==> src/rtl/boot_source_sequencer_pkg.sv <==
// ---------------------------------------------------------------------------
// boot_source_sequencer_pkg
//   Shared encodings for the boot source sequencer: opcode field geometry,
//   the HALT opcode, the NOP word and the sequencer state type.
// ---------------------------------------------------------------------------
package boot_source_sequencer_pkg;

  // Opcode occupies the top OPCODE_W bits of the instruction word.
  localparam int unsigned OPCODE_W = 6;

  // Opcode that terminates a boot stage.
  localparam logic [OPCODE_W-1:0] HALT_OPCODE = 6'b111111;

  // Instruction word fed to the CPU while a source switch is in progress.
  localparam logic [31:0] NOP_WORD = 32'h0000_0000;

  // RUN forwards the selected source; PULSE holds the CPU in reset.
  typedef enum logic {
    ST_RUN   = 1'b0,
    ST_PULSE = 1'b1
  } seq_state_e;

endpackage : boot_source_sequencer_pkg

==> src/rtl/boot_source_sequencer_source_mux.sv <==
// ---------------------------------------------------------------------------
// boot_source_sequencer_source_mux
//   NUM_SRC-to-1 instruction word multiplexer.
//   Ports:
//     src_i  : flattened source words, source i at [i*DATA_W +: DATA_W]
//     sel_i  : source index
//     word_o : selected word (zero for out-of-range indices)
// ---------------------------------------------------------------------------
module boot_source_sequencer_source_mux
  import boot_source_sequencer_pkg::*;
#(
  parameter int unsigned DATA_W  = 32,
  parameter int unsigned NUM_SRC = 2,
  parameter int unsigned SEL_W   = 1
) (
  input  logic [NUM_SRC*DATA_W-1:0] src_i,
  input  logic [SEL_W-1:0]          sel_i,
  output logic [DATA_W-1:0]         word_o
);

  always_comb begin
    word_o = '0;
    for (int unsigned i = 0; i < NUM_SRC; i++) begin
      if (sel_i == SEL_W'(i)) begin
        word_o = src_i[i*DATA_W +: DATA_W];
      end
    end
  end

endmodule : boot_source_sequencer_source_mux

==> src/rtl/boot_source_sequencer.sv <==
// ---------------------------------------------------------------------------
// boot_source_sequencer
//   Selects which instruction source (BIOS ROM, main memory, further images)
//   feeds the fetch stage. A HALT opcode from a non-final source advances to
//   the next source and holds the CPU in reset for RESET_CYCLES cycles while
//   NOPs are fed; a return request re-boots from source 0.
//
//   Optional build macro: BOOT_TIMEOUT_EN
//     Adds a boot watchdog on source 0 and the sticky boot_fail output.
//
//   Ports:
//     clk         : system clock
//     reset       : asynchronous, active-high reset
//     src_instr   : flattened source words, source i at [i*DATA_W +: DATA_W]
//     instr_valid : fetch presents a real instruction this cycle
//     ret_req     : single-cycle request to return to source 0
//     instr_out   : instruction word to the CPU
//     src_sel     : active source index
//     cpu_reset   : registered reset to the CPU/PC
//     switch_busy : high while the reset pulse is in progress (fetch stalls)
//     boot_fail   : sticky watchdog flag (BOOT_TIMEOUT_EN only)
// ---------------------------------------------------------------------------
module boot_source_sequencer
  import boot_source_sequencer_pkg::*;
#(
  parameter int unsigned        DATA_W       = 32,
  parameter int unsigned        NUM_SRC      = 2,
  parameter logic [OPCODE_W-1:0] HALT_OP     = HALT_OPCODE,
  parameter int unsigned        RESET_CYCLES = 1,
  parameter logic [DATA_W-1:0]  NOP_INSTR    = DATA_W'(NOP_WORD),
  parameter int unsigned        TIMEOUT      = 65535,
  localparam int unsigned       SEL_W        = (NUM_SRC > 2) ? $clog2(NUM_SRC) : 1
) (
  input  logic                      clk,
  input  logic                      reset,
  input  logic [NUM_SRC*DATA_W-1:0] src_instr,
  input  logic                      instr_valid,
  input  logic                      ret_req,
  output logic [DATA_W-1:0]         instr_out,
  output logic [SEL_W-1:0]          src_sel,
  output logic                      cpu_reset,
  output logic                      switch_busy
`ifdef BOOT_TIMEOUT_EN
  ,
  output logic                      boot_fail
`endif
);

  localparam int unsigned CNT_W = $clog2(RESET_CYCLES + 1);
  localparam logic [CNT_W-1:0] CNT_RELOAD = CNT_W'(RESET_CYCLES - 1);
  localparam logic [SEL_W-1:0] SEL_LAST   = SEL_W'(NUM_SRC - 1);
  localparam bit PARAMS_OK = (NUM_SRC >= 2) && (RESET_CYCLES >= 1) &&
                             (TIMEOUT >= 1) && (DATA_W >= OPCODE_W);

  if (!PARAMS_OK) begin : g_param_check
    $error("boot_source_sequencer: illegal parameter combination");
  end

  seq_state_e        state_q, state_d;
  logic [SEL_W-1:0]  sel_q, sel_d;
  logic [CNT_W-1:0]  cnt_q, cnt_d;
  logic              cpu_reset_q, cpu_reset_d;
  logic [DATA_W-1:0] mux_word;
  logic              halt_hit;

  boot_source_sequencer_source_mux #(
    .DATA_W  (DATA_W),
    .NUM_SRC (NUM_SRC),
    .SEL_W   (SEL_W)
  ) u_source_mux (
    .src_i  (src_instr),
    .sel_i  (sel_q),
    .word_o (mux_word)
  );

  // A HALT on the last source is not a switch: it reaches the CPU untouched.
  assign halt_hit = (state_q == ST_RUN) && instr_valid &&
                    (mux_word[DATA_W-1 -: OPCODE_W] == HALT_OP) &&
                    (sel_q < SEL_LAST);

  always_comb begin
    state_d     = state_q;
    sel_d       = sel_q;
    cnt_d       = cnt_q;
    cpu_reset_d = cpu_reset_q;
    instr_out   = mux_word;
    switch_busy = 1'b0;

    if (state_q == ST_PULSE) begin
      instr_out   = NOP_INSTR;
      switch_busy = 1'b1;
    end

    // Return request overrides everything, including a pulse in progress.
    if (ret_req) begin
      sel_d       = '0;
      state_d     = ST_PULSE;
      cnt_d       = CNT_RELOAD;
      cpu_reset_d = 1'b1;
    end else begin
      unique case (state_q)
        ST_RUN: begin
          if (halt_hit) begin
            sel_d       = sel_q + 1'b1;
            state_d     = ST_PULSE;
            cnt_d       = CNT_RELOAD;
            cpu_reset_d = 1'b1;
          end
        end
        ST_PULSE: begin
          if (cnt_q == '0) begin
            state_d     = ST_RUN;
            cpu_reset_d = 1'b0;
          end else begin
            cnt_d = cnt_q - 1'b1;
          end
        end
        default: begin
          state_d     = ST_RUN;
          cpu_reset_d = 1'b0;
        end
      endcase
    end
  end

  always_ff @(posedge clk or posedge reset) begin
    if (reset) begin
      state_q     <= ST_RUN;
      sel_q       <= '0;
      cnt_q       <= '0;
      cpu_reset_q <= 1'b0;
    end else begin
      state_q     <= state_d;
      sel_q       <= sel_d;
      cnt_q       <= cnt_d;
      cpu_reset_q <= cpu_reset_d;
    end
  end

  assign src_sel   = sel_q;
  assign cpu_reset = cpu_reset_q;

`ifdef BOOT_TIMEOUT_EN
  localparam int unsigned WD_W = $clog2(TIMEOUT + 1);
  localparam logic [WD_W-1:0] WD_LIMIT = WD_W'(TIMEOUT);

  logic [WD_W-1:0] wd_q, wd_d;
  logic            fail_q, fail_d;

  // Counts RUN cycles on source 0; any other situation clears it.
  // Saturates at TIMEOUT; the flag is raised on the edge the limit is reached.
  always_comb begin
    wd_d   = wd_q;
    fail_d = fail_q;
    if ((state_q == ST_RUN) && (sel_q == '0)) begin
      if (wd_q != WD_LIMIT) begin
        wd_d = wd_q + 1'b1;
      end
    end else begin
      wd_d = '0;
    end
    if (wd_d == WD_LIMIT) begin
      fail_d = 1'b1;
    end
  end

  always_ff @(posedge clk or posedge reset) begin
    if (reset) begin
      wd_q   <= '0;
      fail_q <= 1'b0;
    end else begin
      wd_q   <= wd_d;
      fail_q <= fail_d;
    end
  end

  assign boot_fail = fail_q;
`endif

endmodule : boot_source_sequencer

==> config.mk <==
export PLATFORM = sky130hd
export DESIGN_NAME = boot_source_sequencer
export DESIGN_NICKNAME = d
export VERILOG_FILES = /design/src/rtl/boot_source_sequencer_pkg.sv /design/src/rtl/boot_source_sequencer_source_mux.sv /design/src/rtl/boot_source_sequencer.sv
export SDC_FILE = /design/constraint.sdc
export NUM_CORES = 1
export LEC_CHECK = 0
export ABC_AREA = 1
export CAP_MARGIN = 20
export CORE_UTILIZATION = 23
export CTS_CLUSTER_SIZE = 24
export DETAILED_ROUTE_END_ITERATION = 8
export PLACE_DENSITY_LB_ADDON = 0.12
export SLEW_MARGIN = 0
export SYNTH_ARGS = -nofsm -noshare
export SYNTH_HDL_FRONTEND = slang
export SYNTH_SLANG_ARGS = --single-unit
==> constraint.sdc <==
create_clock -name clk -period 3.68 [get_ports clk]
set_input_delay 0.736 -clock clk [delete_from_list [all_inputs] [get_ports clk]]
set_output_delay 0.736 -clock clk [all_outputs]
set_load 0.1 [all_outputs]
Word level (Yosys, flattened, before mapping):

Cells that the tools add are included.

* register bits: 4
* bits in latches: 0
* bits in writable memories: 0
* bits in read-only memories: 0
* bits of input ports: 68
* output and inout port bits: 35
* logic and storage cells: 36
* memories: 0

* add/subtract/negate cells: 2
* multiply operators: 0
* div/mod/pow operators: 0
* $lt $le $gt $ge: 1
* equal/unequal tests: 4
* shifts and indexed selects: 0
* muxes and demuxes: 18
* bitwise gates (word level): 1
* reduce and logical (&&, ||, !) cells: 6

Operator list (number)
* $mux 32: 2
* $mux 1: 13
* $eq 6x6->1 const B: 1
* $ne 3x3->1 const B: 2
* $pmux 1 s2: 3
* $reduce_and 2->1: 2
* $logic_and 1x1->1: 3
* $ne 2x2->1 const B: 1
* $reduce_bool 2->1: 1
* $add 1x1->1 const B: 1
* $lt 1x1->1 const B: 1
* $not 1->1: 1
* $sub 1x1->1 const B: 1

Logic depth before layout (Yosys ltp):

Gate-level depths: netlist of run 1.

* depth after elaboration: 7
* gate-level depth with buffers: 8
* gate-level depth less buffers: 7

Modules after synthesis:

From an unflattened synthesis of run 1, not the netlist that was laid out.

* cell total of the unflattened synthesis: 191
* area total of the unflattened synthesis: 914.6 um2

Modules (own cells, without submodules)
* boot_source_sequencer_source_mux: times used 1, cells each 104, area each 491.7 um2, sequential area each 0.0 um2
* boot_source_sequencer: times used 1, cells each 87, area each 422.9 um2, sequential area each 75.1 um2

Worst setup path after synthesis of run 1:

Ideal clock, no wire load.

* path type: register to output
* start: reg sel_q, in the netlist src_sel
* end: out instr_out[31]
* arrival: 2856 ps
* data required time: 2944 ps
* setup slack: 88 ps
* stages on the path, launching flop included: 4
* path buffers: 1
* cells stage by stage: dfrtp_1 buf_2 nand2_1 a21oi_1

* word-level cells in the longest chain between the ends: 2

Ends and longest elaborated chain
* start: declaration: RTL line boot_source_sequencer.sv:60 `logic [SEL_W-1:0] sel_q, sel_d;`
* start signal: assignment: RTL line boot_source_sequencer.sv:134 `sel_q <= sel_d;`
* $mux 32: RTL line boot_source_sequencer_source_mux.sv:24 `if (sel_i == SEL_W'(i)) begin`
* $mux 32: RTL line boot_source_sequencer.sv:89 `if (state_q == ST_PULSE) begin`
* end: declaration: RTL line boot_source_sequencer.sv:39 `output logic [DATA_W-1:0] instr_out,`

Every way passes these cells.

Final worst setup path of run 1:

* start: reg state_q
* end: out switch_busy

* word-level cells in the longest chain between the ends: 1

Ends and longest elaborated chain
* start: declaration: RTL line boot_source_sequencer.sv:59 `seq_state_e state_q, state_d;`
* start signal: assignment: RTL line boot_source_sequencer.sv:133 `state_q <= state_d;`
* $mux 1: RTL line boot_source_sequencer.sv:89
* end: declaration: RTL line boot_source_sequencer.sv:42 `output logic switch_busy`

Every way passes these cells.

==> parameters.txt, run 1 <==
Parameter                              Value

Run status
  Result of the run    finished, final reports clean

Timing
  Clock period minus worst slack    2.69 ns
  Final count of hold timing violations    0
  Final Worst Setup Slack    0.990 ns
  Slew Limit Fails    0
  Clock tree skew after final layout    0.00329 ns
  Final TNS setup    0 ns
  Setup violation total in the final timing report    0
  Worst-case headroom to the max-slew limit    34.5%
  Max frequency    0.372 GHz
  Worst slew pin tran    0.979 ns
  Unrepaired setup endpoints after global routing    false
  Final worst-path cycle share    73.1%
  Worst-case hold slack    0.514 ns

Worst setup path
  Critical setup path kind    register to output pin
  Highest fanout seen on the critical path    9
  Crit path buf inv count    1
  Slowest library cell on the worst path    clkdlybuf4s50_1
  Cell Chain, Critical Path    clkdlybuf4s50_1
  Sort of element at the end of the critical path    output pin
  Dominant delay contributor by cell family on the critical path    buffers and inverters
  Critical path data arrival time    1.95 ns
  Data required time of the worst path    2.94 ns
  Nature of the critical path startpoint    register
  Slowest cell delay on critical path    1.21 ns

Synth
  Synth unique cells    15
  Number of warning messages in the yosys log    0
  Cell types with the highest counts after synthesis    56 x nor2_1, 26 x o21ai_0, 13 x nand2_1
  Post-synthesis xor/xnor area fraction    0%
  Simple-Gate Fraction of Synth Area    50.6%
  Synthesized net count    195
  Cell type with the largest total area after synthesis    nor2_1
  Fraction of the mapped netlist area in adder cells    0%
  Portion of synthesized cell area occupied by the leading cell type    33.6%
  Average footprint of a synthesized cell    4.93 um2
  Async SR Flop Fraction    100%
  Post-synthesis cell count    127
  Multiplexer share of the synthesized area    0%
  Synth Area in Compound Gates    26.4%
  Dominant combinational cell family by area after synthesis    simple AND/OR/NAND/NOR gates
  Top flip-flop cell by instance count after synthesis    dfrtp_1
  Synth area leaders    nor2_1 34%, o21ai_0 21%, dfrtp_1 12%, nand2_1 7.8%, nand2_2 5.0%
  Cell area after technology mapping    626 um2
  Sequential area share after synthesis    12.0%
  Number of synthesized register bits    3
  Most instantiated library cell after synthesis    nor2_1
  EDFF count, synth    0

Clock network
  H-tree lvl count    1
  Clock sinks    3
  Clock slew seen by the registers of the worst setup and hold paths    0.04 ns
  Number of buffers inserted by hold repair at cts    0
  TritonCTS clock tree    built
  Number of setup buffers added after CTS    0
  Master cell of the clock root buffer    clkbuf_4
  Number of buffers added by the clock tree synthesis step    3
  Number of cells upsized or downsized after cts    0
  Latest clock arrival within the worst-skew pair    0.23 ns
  Bufs on Longest Clock Path    2

Die
  X dimension of the die    54.2 um
  Total Die Area    2930 um2
  # rows    18
  Die Y    54.2 um
  Initial Util    24.8%
  Boundary Pins    103
  Floorplan Core Area    2520 um2

Detailed routing
  Vias after detailed routing    1148
  Remaining DRCs    0
  Total length of routed wires    2.93 mm
  Post-route antenna net violation count    0
  Detailed-route wire length per cell    11.5 um
  Drt first-iter violations    5
  Vias per std cell    4.50
  Pre-antenna DRT Iters    3

Layout
  Fraction of layout cells with a size suffix above 1    20.9%
  Area growth from synthesis to layout    153%
  Number of nets in the final layout    294
  Antenna diode instance count    0

Placed design
  Setup slack after placement    1.20 ns
  Number of I/O port buffers    102
  Half-perimeter wire length after placement    2.30 mm
  Gp weighted congestion    0.643

Hold path
  Worst Hold Class    register to register

GRT
  Total grt overflow    0
  Total GRT Usage    18.3%
  Vias in the first global route    1009
  Number of antenna violations at the first check in global routing    0
  Wire length of the first global-routing pass    4.04 mm
  Maximum number of pins on one net before global-route repair    35

Flow run
  Number of violations of the max-capacitance limit    0

Pwr
  Worst supply voltage drop on vdd    0.209 mV
  Tot Pwr    0.376 mW
  Leakage    0.757 nW
  Pwr Density    237 nW/um2
cell families after synthesis:
logic type,after synthesis
buffers and inverters,14
AND/OR/NAND/NOR,77
flip-flops,3
AO/OA/AOI/OAI,33
where the power goes:
group	switching (mW)	total [mW]	leakage (nW)	internal, mW
combinational	0.185	0.281	0.706	0.0960
clock	0.0177	0.0584	0.0150	0.0407
sequential	0.00196	0.0365	0.0363	0.0345
routing by layer:
metal | vias to the layer above | GRT usage, % | share of wire, %
met2 | 57 | 36.2 | 51
met5 | - | 0 | 0
met1 | 485 | 18.3 | 37
met3 | 4 | 5.08 | 11
li1 | 602 | - | -
met4 | 0 | 4.70 | 0.79
flip-flops by register name, indices dropped and copies added (netlist names):
| register | cells |
|---|---|
| state_q | 1 |
| src_sel | 1 |
| cpu_reset | 1 |
path summary, 6_finish.rpt:
kind / startpoint / to / slack, ns / cells after the start
max in group asynchronous: reset / cpu_reset / 2.87 / 2
setup / recovery: state_q / switch_busy / 0.99 / 1
setup reg to reg: src_sel / src_sel / 2.21 / 7
hold reg to reg: cpu_reset / cpu_reset / 0.51 / 2
hold / removal: cpu_reset / cpu_reset / 0.51 / 2
min in group asynchronous: reset / src_sel / 0.68 / 2
cell usage in the layout, fill, tap and decap left out, drive strengths merged:
cell           count
nand2             18
clkdlybuf4s50     69
dfrtp              3
nand3              2
nor2              57
inv                5
clkbuf             4
o21ai             27
buf               34
a21oi              6
tightest hold or removal path, cell delays in order, from the launching register on:
cell	delay (ns)
dfrtp_1	0.37
inv_1	0.06
o21ai_1	0.05
through the flow:
stage,instances,utilization [%],area [um2]
finish,255,62.8,1590
global route,255,62.8,1590
CTS,255,62.8,1590
detailed placement,251,61.8,1560
global placement,251,61.8,1560
floorplan,127,-,626
cell type report:
class                           instances  area (um2)
Clock buffer                            4        26.3
Fill cell                             242         937
Inverter                                5        18.8
Multi-Input combinational cell        110         482
Sequential cell                         3        75.1
Tap cell                               30        37.5
Timing Repair Buffer                  103         946
(Power assumes the default switching activity.)
==> inputs of run 2 (changes only) <==
CORE_UTILIZATION = 20   (was 23)
clock period = 2.18 ns   (was 3.68 ns; I/O delays follow)
==> run 2 against run 1 <==
  * The flow now finishes with violations (DRC)
  * Final area is 44% higher
  * Clock-buffer cell count stayed put
  * Critical path depth is 3 higher
  * Cell count is 1.2% higher
  * Worst setup slack worse by 0.81 ns
  * Combinational power is 120% higher
  * Via count is 9.0% higher
  * Routed wire length is 22% higher
  * Sequential share of layout area is 1.2 points lower
  * Core utilization is 17 points higher
==> parameters.txt, run 2 (synthesized netlist as in run 1, its figures left out) <==
Parameter                              Value

Pwr
  Tot Pwr    0.771 mW
  Worst supply voltage drop on vdd    0.566 mV
  Sequential cell fraction of total power    7.8%
  Leakage    0.911 nW
  Logic pwr share    80.3%
  Internal power    0.388 mW
  Pwr Density    337 nW/um2
  Clock network fraction of design power    11.9%
  Switching power as a share of total power    49.7%
  Power dissipated by switching net loads    0.383 mW

Worst setup path
  Worst reg-to-reg setup slack    0.69 ns
  Critical path data arrival time    1.56 ns
  Nature of the critical path startpoint    register
  Highest fanout seen on the critical path    27
  Data required time of the worst path    1.74 ns
  Sort of element at the end of the critical path    output pin
  Critical setup path kind    register to output pin

Clock network
  Number of setup buffers added after CTS    0
  TritonCTS clock tree    built
  Latest clock arrival within the worst-skew pair    0.22 ns
  Clock sinks    3
  Clock slew seen by the registers of the worst setup and hold paths    0.04 ns
  Master cell of the clock root buffer    clkbuf_4
  H-tree lvl count    1
  Bufs on Longest Clock Path    2
  Number of buffers inserted by hold repair at cts    0
  Number of cells upsized or downsized after cts    0
  Number of buffers added by the clock tree synthesis step    3

Layout
  Area growth from synthesis to layout    266%
  Fraction of layout cells with a size suffix above 1    37.4%
  Number of nets in the final layout    296
  Most frequent standard cell in the layout excluding fill and tap cells    clkdlybuf4s50_1
  Antenna diode instance count    0
  Most frequent cells in the layout    67 x clkdlybuf4s50_1, 34 x buf_12, 30 x nor2_1

Detailed routing
  Vias after detailed routing    1251
  Pre-antenna DRT Iters    8
  Drt first-iter violations    80
  Total length of routed wires    3.56 mm
  Post-route antenna net violation count    0
  Detailed-route wire length per cell    13.8 um
  Vias per std cell    4.85
  Remaining DRCs    7

Timing
  Final TNS setup    0 ns
  Slew Limit Fails    0
  Worst-case headroom to the max-slew limit    74.9%
  Clock tree skew after final layout    0.00277 ns
  Final Worst Setup Slack    0.182 ns
  Setup violation total in the final timing report    0
  Unrepaired setup endpoints after global routing    false
  Final count of hold timing violations    0
  Final worst-path cycle share    91.7%
  Clock period minus worst slack    2.00 ns
  Max frequency    0.500 GHz
  Worst slew pin tran    0.373 ns

Die
  Floorplan Core Area    2850 um2
  Initial Util    21.9%
  Total Die Area    3360 um2
  Die Y    57.9 um
  # rows    19
  X dimension of the die    57.9 um
  Boundary Pins    103

Flow run
  Number of violations of the max-capacitance limit    0

GRT
  Total grt overflow    0
  Wire length of the first global-routing pass    5.73 mm
  Maximum number of pins on one net before global-route repair    35
  Number of antenna violations at the first check in global routing    0
  Total GRT Usage    21.4%
  Vias in the first global route    1299

Placed design
  Half-perimeter wire length after placement    2.90 mm
  Number of I/O port buffers    102
  Gp weighted congestion    0.657
  Setup slack after placement    0.322 ns

Hold path
  Worst Hold Class    input pin to async pin

Run status
  Failing checks    DRC
  Result of the run    finished with violations
[run 2: cell types whose count changed in the layout (fill, tap and decap cells not counted), sizes merged]
cell / delta
buf: +4
clkdlybuf4s50: -2
[run 2: stage by stage]
step | utilization, % | area, um2 | std cells | hold slack (ns)
after floorplan | - | 902 | 127 | 0.190
after global placement | 79.3 | 2260 | 254 | 0.504
after detailed placement | 79.3 | 2260 | 254 | 0.519
after CTS | 80.3 | 2290 | 258 | 0.384
after global routing | 80.3 | 2290 | 258 | 0.388
final | 80.3 | 2290 | 258 | 0.391
[run 2: layout make-up]
type | instances | area (um2)
clock buffers | 4 | 26.3
repair buffers | 105 | 1380
inverters | 5 | 18.8
multi-input cells | 110 | 744
well taps | 31 | 38.8
fillers | 195 | 563
flip-flops and latches | 3 | 80.1
[run 2: worst paths after layout]
path	from	to	cells past startpoint
worst max-delay path	state_q	instr_out[10]	4
worst min-delay path	reset	state_q	2
worst max register to register	src_sel	cpu_reset	7
worst min register to register	cpu_reset	cpu_reset	2
max in group asynchronous	reset	state_q	2
min in group clk	cpu_reset	cpu_reset	2
[run 2: metal layers]
layer / routed length, um / vias to the layer above / track usage [%]
met5: 0 / - / 0
met4: 95 / 0 / 6.80
met3: 295 / 8 / 3.79
met2: 1960 / 59 / 41.7
met1: 1210 / 581 / 22.9
li1: - / 603 / -
[run 2: power by group through the flow]
stage / registers (mW) / clock network [mW] / logic, mW
2_1_floorplan: 0.0786 / 0 / 0.320
3_3_place_gp: 0.0610 / 0 / 0.611
3_5_place_dp: 0.0612 / 0 / 0.620
4_1_cts: 0.0606 / 0.0945 / 0.622
5_1_grt: 0.0609 / 0.102 / 0.639
6_report: 0.0605 / 0.0915 / 0.619
[run 2: critical path, cell delays in order, from the launching register on]
cell and delay, ns:
dfrtp_4 0.47, inv_2 0.28, o21ai_0 0.24, nor2_4 0.17, buf_12 0.18
==> inputs of run 3 (changes only) <==
MAX_ROUTING_LAYER = met4   (was default)
==> run 3 against run 2 <==
  * Non-clock buffer count is the same
  * Global-route usage grew 0.65 points
  * The run still ends with DRC left
  * Sequential cell count stayed put
  * Critical path depth unchanged
  * Cell count did not move
  * Routed wire length is 0.28% higher
  * First-iteration DRC count rose by 1.3%
  * Highest routed layer unchanged
  * Largest power group unchanged
  * Sequential power barely moved
  * Via count rose by 0.48%
  * Worst hold slack about the same
  * Die area unchanged
  * Critical endpoint unchanged
==> parameters.txt, run 3 (synthesized netlist as in run 1, its figures left out) <==
Parameter                              Value

Clock network
  Number of setup buffers added after CTS    0
  Master cell of the clock root buffer    clkbuf_4
  Number of cells upsized or downsized after cts    0
  Latest clock arrival within the worst-skew pair    0.22 ns
  Clock sinks    3
  Number of buffers inserted by hold repair at cts    0
  TritonCTS clock tree    built
  Bufs on Longest Clock Path    2
  Clock slew seen by the registers of the worst setup and hold paths    0.04 ns
  H-tree lvl count    1
  Number of buffers added by the clock tree synthesis step    3

Detailed routing
  Pre-antenna DRT Iters    6
  Vias after detailed routing    1257
  Detailed-route wire length per cell    13.8 um
  Remaining DRCs    8
  Total length of routed wires    3.57 mm
  Post-route antenna net violation count    0
  Drt first-iter violations    81
  Vias per std cell    4.87

Layout
  Number of fill cells in the layout    195
  Number of nets in the final layout    296
  Fraction of layout cells with a size suffix above 1    37.4%
  Area growth from synthesis to layout    266%
  Area occupied by registers    80.1 um2
  Cell Count, Final, Fillers Out    258
  Antenna diode instance count    0
  Total area of multi-input combinational cells    744 um2
  Most frequent standard cell in the layout excluding fill and tap cells    clkdlybuf4s50_1
  Most frequent cells in the layout    67 x clkdlybuf4s50_1, 34 x buf_12, 30 x nor2_1

GRT
  Vias in the first global route    1298
  Maximum number of pins on one net before global-route repair    35
  Total GRT Usage    22.0%
  Total grt overflow    0
  Number of antenna violations at the first check in global routing    0
  Wire length of the first global-routing pass    5.73 mm

Pwr
  Worst supply voltage drop on vdd    0.565 mV
  Logic pwr share    80.3%
  Power dissipated by switching net loads    0.383 mW
  Sequential cell fraction of total power    7.8%
  Clock network fraction of design power    11.9%
  Pwr Density    337 nW/um2
  Leakage    0.911 nW
  Internal power    0.388 mW
  Switching power as a share of total power    49.7%

Die
  Die Y    57.9 um
  Initial Util    21.9%
  Boundary Pins    103
  X dimension of the die    57.9 um
  Total Die Area    3360 um2
  # rows    19
  Floorplan Core Area    2850 um2

Flow run
  Number of violations of the max-capacitance limit    0

Timing
  Clock period minus worst slack    2.01 ns
  Worst-case headroom to the max-slew limit    74.9%
  Unrepaired setup endpoints after global routing    false
  Max frequency    0.498 GHz
  Worst slew pin tran    0.373 ns
  Slew Limit Fails    0
  Final count of hold timing violations    0
  Clock tree skew after final layout    0.00281 ns
  Final worst-path cycle share    92.1%
  Final TNS setup    0 ns
  Setup violation total in the final timing report    0

Worst setup path
  Highest fanout seen on the critical path    27
  Critical setup path kind    register to output pin
  Nature of the critical path startpoint    register
  Sort of element at the end of the critical path    output pin
  Data required time of the worst path    1.74 ns
  Worst reg-to-reg setup slack    0.68 ns
  Critical path data arrival time    1.57 ns

Placed design
  Number of I/O port buffers    102
  Gp weighted congestion    0.663
  Half-perimeter wire length after placement    2.90 mm
  Instance count after placement with tap cells included    254

Run status
  Failing checks    DRC
  Result of the run    finished with violations

Hold path
  Worst Hold Class    input pin to async pin
[run 3: cell counts in the layout (fill, tap and decap cells not counted)]
Identical to the previous run, type by type.
[run 3: power by group through the flow]
stage | Combinational (mW) | Clock [mW] | Sequential (mW)
floorplan | 0.320 | 0 | 0.0786
global placement | 0.611 | 0 | 0.0610
detailed placement | 0.620 | 0 | 0.0612
CTS | 0.622 | 0.0945 | 0.0606
global route | 0.639 | 0.102 | 0.0609
finish | 0.619 | 0.0915 | 0.0605
[run 3: layer usage]
metal,wire length [um],track usage [%],part of all wire [%],vias up
met5,0,-,0,-
met4,70,6.80,2.0,0
met3,265,2.23,7.4,6
met2,1970,41.5,55,61
met1,1260,23.9,35,586
li1,-,-,-,604
[run 3: stage by stage]
step | setup WS, ns | power [mW] | area (um2) | hold slack, ns | util [%]
6_report | 0.172 | 0.771 | 2290 | 0.391 | 80.3
4_1_cts | 0.154 | 0.777 | 2290 | 0.384 | 80.3
2_1_floorplan | 0.00918 | 0.399 | 902 | 0.190 | -
3_3_place_gp | 0.376 | 0.672 | 2260 | 0.504 | 79.3
5_1_grt | 0.0391 | 0.802 | 2290 | 0.388 | 80.3
3_5_place_dp | 0.322 | 0.681 | 2260 | 0.519 | 79.3
[run 3: worst max-delay path: stages, from the launching register on]
cell and delay [ns]:
dfrtp_4 0.47, inv_2 0.29, o21ai_0 0.24, nor2_4 0.17, buf_12 0.18
[run 3: worst paths after layout]
path / start / endpoint / depth (start not counted)
setup / recovery: state_q / instr_out[10] / 4
hold / removal: reset / state_q / 2
setup reg to reg: src_sel / cpu_reset / 7
hold reg to reg: cpu_reset / cpu_reset / 2
max in group asynchronous: reset / state_q / 2
min in group clk: cpu_reset / cpu_reset / 2
[run 3: cell type report]
type / instances / area share [%]
repair buffers: 105 / 60.3
multi-input cells: 110 / 32.5
flip-flops and latches: 3 / 3.50
well taps: 31 / 1.69
clock buffers: 4 / 1.15
inverters: 5 / 0.820
